**config.mk**
```make
export PLATFORM = sky130hd
export DESIGN_NAME = qea_host_loader
export DESIGN_NICKNAME = d
export VERILOG_FILES = /design/src/rtl/qea_host_pkg.sv /design/src/rtl/qea_row_packer.sv /design/src/rtl/qea_host_loader.sv
export SDC_FILE = /design/constraint.sdc
export NUM_CORES = 2
export LEC_CHECK = 0
export BUFFER_PORTS_ARGS = -buffer_cell sky130_fd_sc_hd__buf_2
export CAP_MARGIN = 0
export CORE_AREA = 3 3 390 392
export CTS_CLUSTER_SIZE = 20
export DETAILED_ROUTE_END_ITERATION = 7
export DIE_AREA = 0 0 393 395
export SLEW_MARGIN = 20
export SYNTH_ARGS = -nofsm -noshare
export SYNTH_HDL_FRONTEND = slang
export SYNTH_SLANG_ARGS = --single-unit
```
**constraint.sdc**
```tcl
create_clock -name clk -period 57.1 [get_ports clk]
set_input_delay 2.855 -clock clk [delete_from_list [all_inputs] [get_ports clk]]
set_output_delay 2.855 -clock clk [all_outputs]
set_load 0.005 [all_outputs]
```
**src/rtl/qea_host_pkg.sv**
```systemverilog
// Shared types, default widths and helpers for the QEA host loader.
package qea_host_pkg;

  localparam int DEF_PE_NUM_WIDTH            = 2;
  localparam int DEF_PE_NUM                  = 4;
  localparam int DEF_STATE_DATA_WIDTH        = 64;
  localparam int DEF_STATE_ADDR_WIDTH        = 16;
  localparam int DEF_GATE_CONTEXT_DATA_WIDTH = 64;
  localparam int DEF_GATE_CONTEXT_ADDR_WIDTH = 16;
  localparam int DEF_MAX_QBIT_WIDTH          = 6;

  typedef enum logic [2:0] {
    S_IDLE,
    S_LOAD_CTX,
    S_LOAD_STATE,
    S_START,
    S_RUN,
    S_RD_REQ,
    S_RD_WAIT,
    S_RD_OUT
  } state_t;

  // One row holds 2^pe_w amplitudes, so small circuits still occupy a full row.
  function automatic logic [31:0] rows_from_qbits(input int unsigned qbits,
                                                  input int unsigned pe_w);
    logic [31:0] rows;
    if (qbits <= pe_w) rows = 32'd1;
    else               rows = 32'd1 << (qbits - pe_w);
    return rows;
  endfunction

endpackage

```
**src/rtl/qea_row_packer.sv**
```systemverilog
// Packs stream beats into a state row, MSB lane first; o_row/o_row_valid
// present the completed row in the cycle of its last beat.
module qea_row_packer #(
  parameter int PE_NUM       = 4,
  parameter int PE_NUM_WIDTH = 2,
  parameter int DATA_WIDTH   = 64
) (
  input  logic                         clk,
  input  logic                         rst,
  input  logic                         i_clear,
  input  logic                         i_beat_valid,
  input  logic [DATA_WIDTH-1:0]        i_beat_data,
  output logic [PE_NUM*DATA_WIDTH-1:0] o_row,
  output logic                         o_row_valid
);

  logic [PE_NUM_WIDTH-1:0]      lane_cnt_reg;
  logic [PE_NUM_WIDTH-1:0]      lane_sel;
  logic [PE_NUM*DATA_WIDTH-1:0] row_reg;
  logic [PE_NUM*DATA_WIDTH-1:0] row_next;

  assign lane_sel = PE_NUM_WIDTH'(PE_NUM - 1) - lane_cnt_reg;

  generate
    for (genvar gi = 0; gi < PE_NUM; gi++) begin : g_lane
      localparam logic [PE_NUM_WIDTH-1:0] LANE = PE_NUM_WIDTH'(gi);
      assign row_next[gi*DATA_WIDTH +: DATA_WIDTH] =
        (i_beat_valid && (lane_sel == LANE)) ? i_beat_data
                                             : row_reg[gi*DATA_WIDTH +: DATA_WIDTH];
    end
  endgenerate

  assign o_row       = row_next;
  assign o_row_valid = i_beat_valid && (lane_cnt_reg == PE_NUM_WIDTH'(PE_NUM - 1));

  always_ff @(posedge clk or posedge rst) begin
    if (rst) begin
      lane_cnt_reg <= '0;
      row_reg      <= '0;
    end else if (i_clear) begin
      lane_cnt_reg <= '0;
    end else if (i_beat_valid) begin
      lane_cnt_reg <= lane_cnt_reg + 1'b1;
      row_reg      <= row_next;
    end
  end

endmodule

```
**src/rtl/qea_host_loader.sv**
```systemverilog
// Host-side sequencer for QEA: loads context and state, starts, waits, reads back.
// Optional execution timer on o_cycles is enabled by defining QEA_HOST_TIMER_EN.
module qea_host_loader
  import qea_host_pkg::*;
#(
  parameter int PE_NUM_WIDTH            = DEF_PE_NUM_WIDTH,
  parameter int PE_NUM                  = DEF_PE_NUM,
  parameter int STATE_DATA_WIDTH        = DEF_STATE_DATA_WIDTH,
  parameter int STATE_ADDR_WIDTH        = DEF_STATE_ADDR_WIDTH,
  parameter int GATE_CONTEXT_DATA_WIDTH = DEF_GATE_CONTEXT_DATA_WIDTH,
  parameter int GATE_CONTEXT_ADDR_WIDTH = DEF_GATE_CONTEXT_ADDR_WIDTH,
  parameter int MAX_QBIT_WIDTH          = DEF_MAX_QBIT_WIDTH
) (
  input  logic                                 clk,
  input  logic                                 rst,
  input  logic                                 i_go,
  input  logic [MAX_QBIT_WIDTH-1:0]            i_qbit_num,
  input  logic [GATE_CONTEXT_ADDR_WIDTH-1:0]   i_ins_num,
  input  logic                                 i_s_valid,
  output logic                                 o_s_ready,
  input  logic [63:0]                          i_s_data,
  output logic                                 o_m_valid,
  input  logic                                 i_m_ready,
  output logic [PE_NUM*STATE_DATA_WIDTH-1:0]   o_m_data,
  output logic                                 o_ctx_en,
  output logic                                 o_ctx_wea,
  output logic [GATE_CONTEXT_ADDR_WIDTH-1:0]   o_ctx_addr,
  output logic [GATE_CONTEXT_DATA_WIDTH-1:0]   o_ctx_data,
  output logic                                 o_state_ena,
  output logic                                 o_state_wea,
  output logic [STATE_ADDR_WIDTH-1:0]          o_state_addra,
  output logic [PE_NUM*STATE_DATA_WIDTH-1:0]   o_state_dina,
  output logic                                 o_start,
  input  logic                                 i_complete,
  input  logic [PE_NUM*STATE_DATA_WIDTH-1:0]   i_state_dout,
  output logic                                 o_busy,
  output logic                                 o_done,
  output logic [31:0]                          o_cycles
);

  localparam int RW = PE_NUM * STATE_DATA_WIDTH;

  state_t                             state_reg, state_next;
  logic [GATE_CONTEXT_ADDR_WIDTH-1:0] ins_num_reg, ctx_cnt_reg, ctx_addr_reg;
  logic [GATE_CONTEXT_DATA_WIDTH-1:0] ctx_data_reg;
  logic [STATE_ADDR_WIDTH-1:0]        last_row_reg, wr_row_reg, rd_row_reg;
  logic [STATE_ADDR_WIDTH-1:0]        state_addr_reg, rd_addr_next;
  logic [RW-1:0]                      state_din_reg, m_data_reg, packed_row;
  logic ctx_en_reg, state_ena_reg, state_wea_reg, start_reg, arm_reg, done_reg;
  logic s_ready, ctx_hs, st_hs, go_accept, complete_seen, m_hs, last_rd;
  logic rd_req_next, row_valid;

  qea_row_packer #(
    .PE_NUM      (PE_NUM),
    .PE_NUM_WIDTH(PE_NUM_WIDTH),
    .DATA_WIDTH  (STATE_DATA_WIDTH)
  ) u_packer (
    .clk         (clk),
    .rst         (rst),
    .i_clear     (state_reg == S_IDLE),
    .i_beat_valid(st_hs),
    .i_beat_data (STATE_DATA_WIDTH'(i_s_data)),
    .o_row       (packed_row),
    .o_row_valid (row_valid)
  );

  assign s_ready   = (state_reg == S_LOAD_CTX) || (state_reg == S_LOAD_STATE);
  assign ctx_hs    = i_s_valid && (state_reg == S_LOAD_CTX);
  assign st_hs     = i_s_valid && (state_reg == S_LOAD_STATE);
  assign go_accept = i_go && (state_reg == S_IDLE);
  // QEA may still show the previous job's completion right after start.
  assign complete_seen = (state_reg == S_RUN) && i_complete && !start_reg && !arm_reg;
  assign m_hs      = (state_reg == S_RD_OUT) && i_m_ready;
  assign last_rd   = (rd_row_reg == last_row_reg);

  always_comb begin
    state_next   = state_reg;
    rd_addr_next = rd_row_reg;
    case (state_reg)
      S_IDLE:       if (i_go) state_next = (i_ins_num == '0) ? S_LOAD_STATE : S_LOAD_CTX;
      S_LOAD_CTX:   if (ctx_hs && (ctx_cnt_reg == ins_num_reg - 1'b1)) state_next = S_LOAD_STATE;
      S_LOAD_STATE: if (row_valid && (wr_row_reg == last_row_reg)) state_next = S_START;
      S_START:      state_next = S_RUN;
      S_RUN:        if (complete_seen) state_next = S_RD_REQ;
      S_RD_REQ:     state_next = S_RD_WAIT;
      S_RD_WAIT:    state_next = S_RD_OUT;
      S_RD_OUT: begin
        rd_addr_next = rd_row_reg + 1'b1;
        if (m_hs) state_next = last_rd ? S_IDLE : S_RD_REQ;
      end
      default:      state_next = S_IDLE;
    endcase
    rd_req_next = (state_next == S_RD_REQ);
  end

  always_ff @(posedge clk or posedge rst) begin
    if (rst) begin
      state_reg      <= S_IDLE;
      ins_num_reg    <= '0;
      ctx_cnt_reg    <= '0;
      last_row_reg   <= '0;
      wr_row_reg     <= '0;
      rd_row_reg     <= '0;
      ctx_en_reg     <= 1'b0;
      ctx_addr_reg   <= '0;
      ctx_data_reg   <= '0;
      state_ena_reg  <= 1'b0;
      state_wea_reg  <= 1'b0;
      state_addr_reg <= '0;
      state_din_reg  <= '0;
      m_data_reg     <= '0;
      start_reg      <= 1'b0;
      arm_reg        <= 1'b0;
      done_reg       <= 1'b0;
    end else begin
      state_reg <= state_next;
      if (go_accept) begin
        ins_num_reg  <= i_ins_num;
        last_row_reg <= STATE_ADDR_WIDTH'(rows_from_qbits(32'(i_qbit_num), PE_NUM_WIDTH) - 32'd1);
        ctx_cnt_reg  <= '0;
        wr_row_reg   <= '0;
        rd_row_reg   <= '0;
      end
      if (ctx_hs)    ctx_cnt_reg <= ctx_cnt_reg + 1'b1;
      if (row_valid) wr_row_reg  <= wr_row_reg + 1'b1;
      if (m_hs)      rd_row_reg  <= rd_row_reg + 1'b1;

      ctx_en_reg <= ctx_hs;
      if (ctx_hs) begin
        ctx_addr_reg <= ctx_cnt_reg;
        ctx_data_reg <= GATE_CONTEXT_DATA_WIDTH'(i_s_data);
      end

      // Row writes and read requests share the single state RAM port.
      state_ena_reg <= row_valid || rd_req_next;
      state_wea_reg <= row_valid;
      if (row_valid) begin
        state_addr_reg <= wr_row_reg;
        state_din_reg  <= packed_row;
      end else if (rd_req_next) begin
        state_addr_reg <= rd_addr_next;
      end

      if (state_reg == S_RD_WAIT) m_data_reg <= i_state_dout;
      start_reg <= (state_reg == S_START);
      arm_reg   <= start_reg;
      done_reg  <= m_hs && last_rd;
    end
  end

`ifdef QEA_HOST_TIMER_EN
  logic [31:0] cycles_reg;
  always_ff @(posedge clk or posedge rst) begin
    if (rst)
      cycles_reg <= '0;
    else if (go_accept)
      cycles_reg <= '0;
    else if ((state_reg == S_RUN) && !complete_seen && (cycles_reg != 32'hFFFF_FFFF))
      cycles_reg <= cycles_reg + 32'd1;
  end
  assign o_cycles = cycles_reg;
`else
  assign o_cycles = 32'd0;
`endif

  assign o_s_ready     = s_ready;
  assign o_m_valid     = (state_reg == S_RD_OUT);
  assign o_m_data      = m_data_reg;
  assign o_ctx_en      = ctx_en_reg;
  assign o_ctx_wea     = ctx_en_reg;
  assign o_ctx_addr    = ctx_addr_reg;
  assign o_ctx_data    = ctx_data_reg;
  assign o_state_ena   = state_ena_reg;
  assign o_state_wea   = state_wea_reg;
  assign o_state_addra = state_addr_reg;
  assign o_state_dina  = state_din_reg;
  assign o_start       = start_reg;
  assign o_busy        = (state_reg != S_IDLE);
  assign o_done        = done_reg;

endmodule

```
==> qor.txt <==
Startpoint type of the worst setup path: primary input
Core area: 149200 um2
CTS H-Tree Depth: 3
Hold path depth: 0
RSZ-0062 raised after global routing: no
Required @ worst endpoint: 57.73 ns
Vias/cell: 4.391
Number of CTS-inserted buffers: 101
Post-synth EDFFs: 0
Async S/R FF share, synth: 100.0%
Vias in the first global route: 26600
Filler cells: 15390
CP arrival: 7.18 ns
Design Area, Final: 45990 um2
Initial Utilization: 23.90%
Final worst slack: 50.56 ns
Finished Core Util: 30.82%
Min-delay worst type: reg -> reg
Yosys warns: 0
Fraction of layout cells with a size suffix above 1: 38.94%
Row Count: 142
Pre-CTS setup slack: 49.81 ns
Die width: 393 um
Worst VDD drop: 0.02655 mV
Setup TNS: 0 ns
Status: finished, final reports clean
Slew @ Worst Pin: 1.271 ns
Period utilization: 11.46%
Overflow after GRT: 0
Drt total wl: 139.0 mm
Die H: 395 um
Dpl cell area: 42400 um2
Fmax: 0.1528 GHz
Post-synthesis sequential area ratio: 62.50%
Pwr/cell area: 46.68 nW/um2
LEAKAGE: 24.40 nW
Final Critical Period: 6.545 ns
# DRC: 0
I/O Pins: 997
Pin count of the biggest net entering global routing: 197
Mean Syn Cell Area: 11.32 um2
Area growth syn-to-layout: 28.93%
DRT Pass-1 Iters: 5
Final net count: 4423
Critical path peak fanout: 139
Die area: 155200 um2
Most common cell after layout, fill and taps aside: nand2_1
Initial antenna violation count: 43
Cts repair resizes: 0
Crit path kind: in -> reg
DRT iter0 DRCs: 1699
Worst skew pair latency: 0.73 ns
Detailed placer's ending HPWL: 103.8 mm
Root buffer cell: clkbuf_16
MaxCap Viol Count: 0
Most frequent cells in the layout: 1115 x nand2_1, 964 x buf_2, 891 x dfrtp_1
Synth Flop Type: dfrtp_1
Crit. End Element: flop
Cell variety after synth: 58
Total GRT Usage: 17.30%
Vias: 26840
Reg clk slew, reported paths: 0.06 ns
Cell Area, Synth: 35670 um2
FF+latch count, synth: 891
Final setup viols: 0
CTS Hold Bufs: 0
Hold Vio Cnt, Final: 0
Pins Over Slew Limit: 0
Routed Antenna Nets: 0
PortBufs: 964
Worst slew margin: 15.25%
Final clock skew: 0.04419 ns
Max Buffers Root-to-Sink: 3
Mapped Cells: 3152
First-pass GRT wire length: 194.9 mm
Average wire per standard cell: 22.74 um
Final GP Congestion: 0.9346
Post-CTS Setup Bufs: 0
Clk sink count: 891
CTS tree: built
Reg2reg path depth: 7
[cells in the mapped netlist (10+ instances only)]
| master | instances | area share (%) |
|---|---|---|
| nand3_1 | 45 | 0.63 |
| dfrtp_1 | 891 | 63 |
| inv_1 | 17 | 0.18 |
| o21ai_0 | 70 | 0.98 |
| xnor2_1 | 31 | 0.76 |
| nand2_1 | 1119 | 12 |
| nor2_1 | 56 | 0.59 |
| o31ai_1 | 19 | 0.40 |
| clkbuf_1 | 167 | 1.8 |
| xor2_1 | 51 | 1.3 |
| nor3_1 | 14 | 0.20 |
| nand4_1 | 16 | 0.28 |
| mux2i_1 | 34 | 0.95 |
| mux2_2 | 449 | 14 |
| a21oi_1 | 13 | 0.18 |
| buf_4 | 33 | 0.69 |
| o211ai_1 | 11 | 0.23 |
| nor4_1 | 13 | 0.23 |
| ha_1 | 10 | 0.35 |
[final timing paths]
kind	start	to	slack (ns)
setup / recovery	i_s_valid	o_state_dina[13]	50.56
setup reg to reg	state_reg[1]	o_state_dina[13]	52.09
max in group asynchronous	rst	o_m_data[23]	51.75
min in group asynchronous	rst	o_state_dina[178]	2.34
hold / removal	o_start	arm_reg	0.42
hold reg to reg	o_start	arm_reg	0.42
[per-layer routing]
metal  wire length, um  global-route usage [%]  up-vias
li1                  -                       -    12150
met1             59270                   22.36    13470
met2             59310                   25.13      975
met3             15960                   8.673      236
met4              4427                   5.301        4
met5                21                       0        -
[logic make-up (layout without fill, tap and decap cells)]
logic type / Yosys count / in the layout / share of synthesized area, %
DFF: 891 / 891 / 62.50
and+or+nand+nor: 1306 / 1306 / 14.58
xor gates and xnor gates: 82 / 82 / 2.013
AOI/OAI and AO/OA: 152 / 152 / 2.648
buffers and inverters: 227 / 1194 / 2.767
other: 1 / 50 / 0.01051
muxes: 483 / 483 / 15.13
adders and majority gates: 10 / 10 / 0.3507
[worst max-delay path, stage by stage]
cell and delay, ns:
buf_2 0.12, nor4bb_2 0.91, nand2_4 0.48, inv_8 0.72, buf_4 0.68, buf_4 0.85
nand2_1 0.13, nand2_1 0.09
[report_power, final]
group | switching [mW] | total [mW] | internal, mW
clock network | 0.284 | 0.685 | 0.401
registers | 0.103 | 0.890 | 0.786
logic | 0.309 | 0.572 | 0.264
[stage by stage]
step	power, mW	cells	hold WS [ns]
after detailed placement	1.466	5906	0.4024
final	2.147	6112	0.4247
after global routing	2.257	6101	0.4309
after global placement	1.458	5906	0.3858
after CTS	2.166	6094	0.4191
after floorplan	1.162	3183	0.3964
[area by class of cell]
type                    count  area [um2]  share of cell area, %
clock inverters            44       664.4                  1.445
repair buffers            988        5042                  10.96
well taps                1944        2432                  5.289
diodes                     18       45.04                0.09794
flip-flops and latches    891       22300                  48.48
inverters                  18       87.58                 0.1904
clock buffers             144        2879                  6.260
multi-input cells        2065       12540                  27.28
Power figures use the tool's default switching activity.
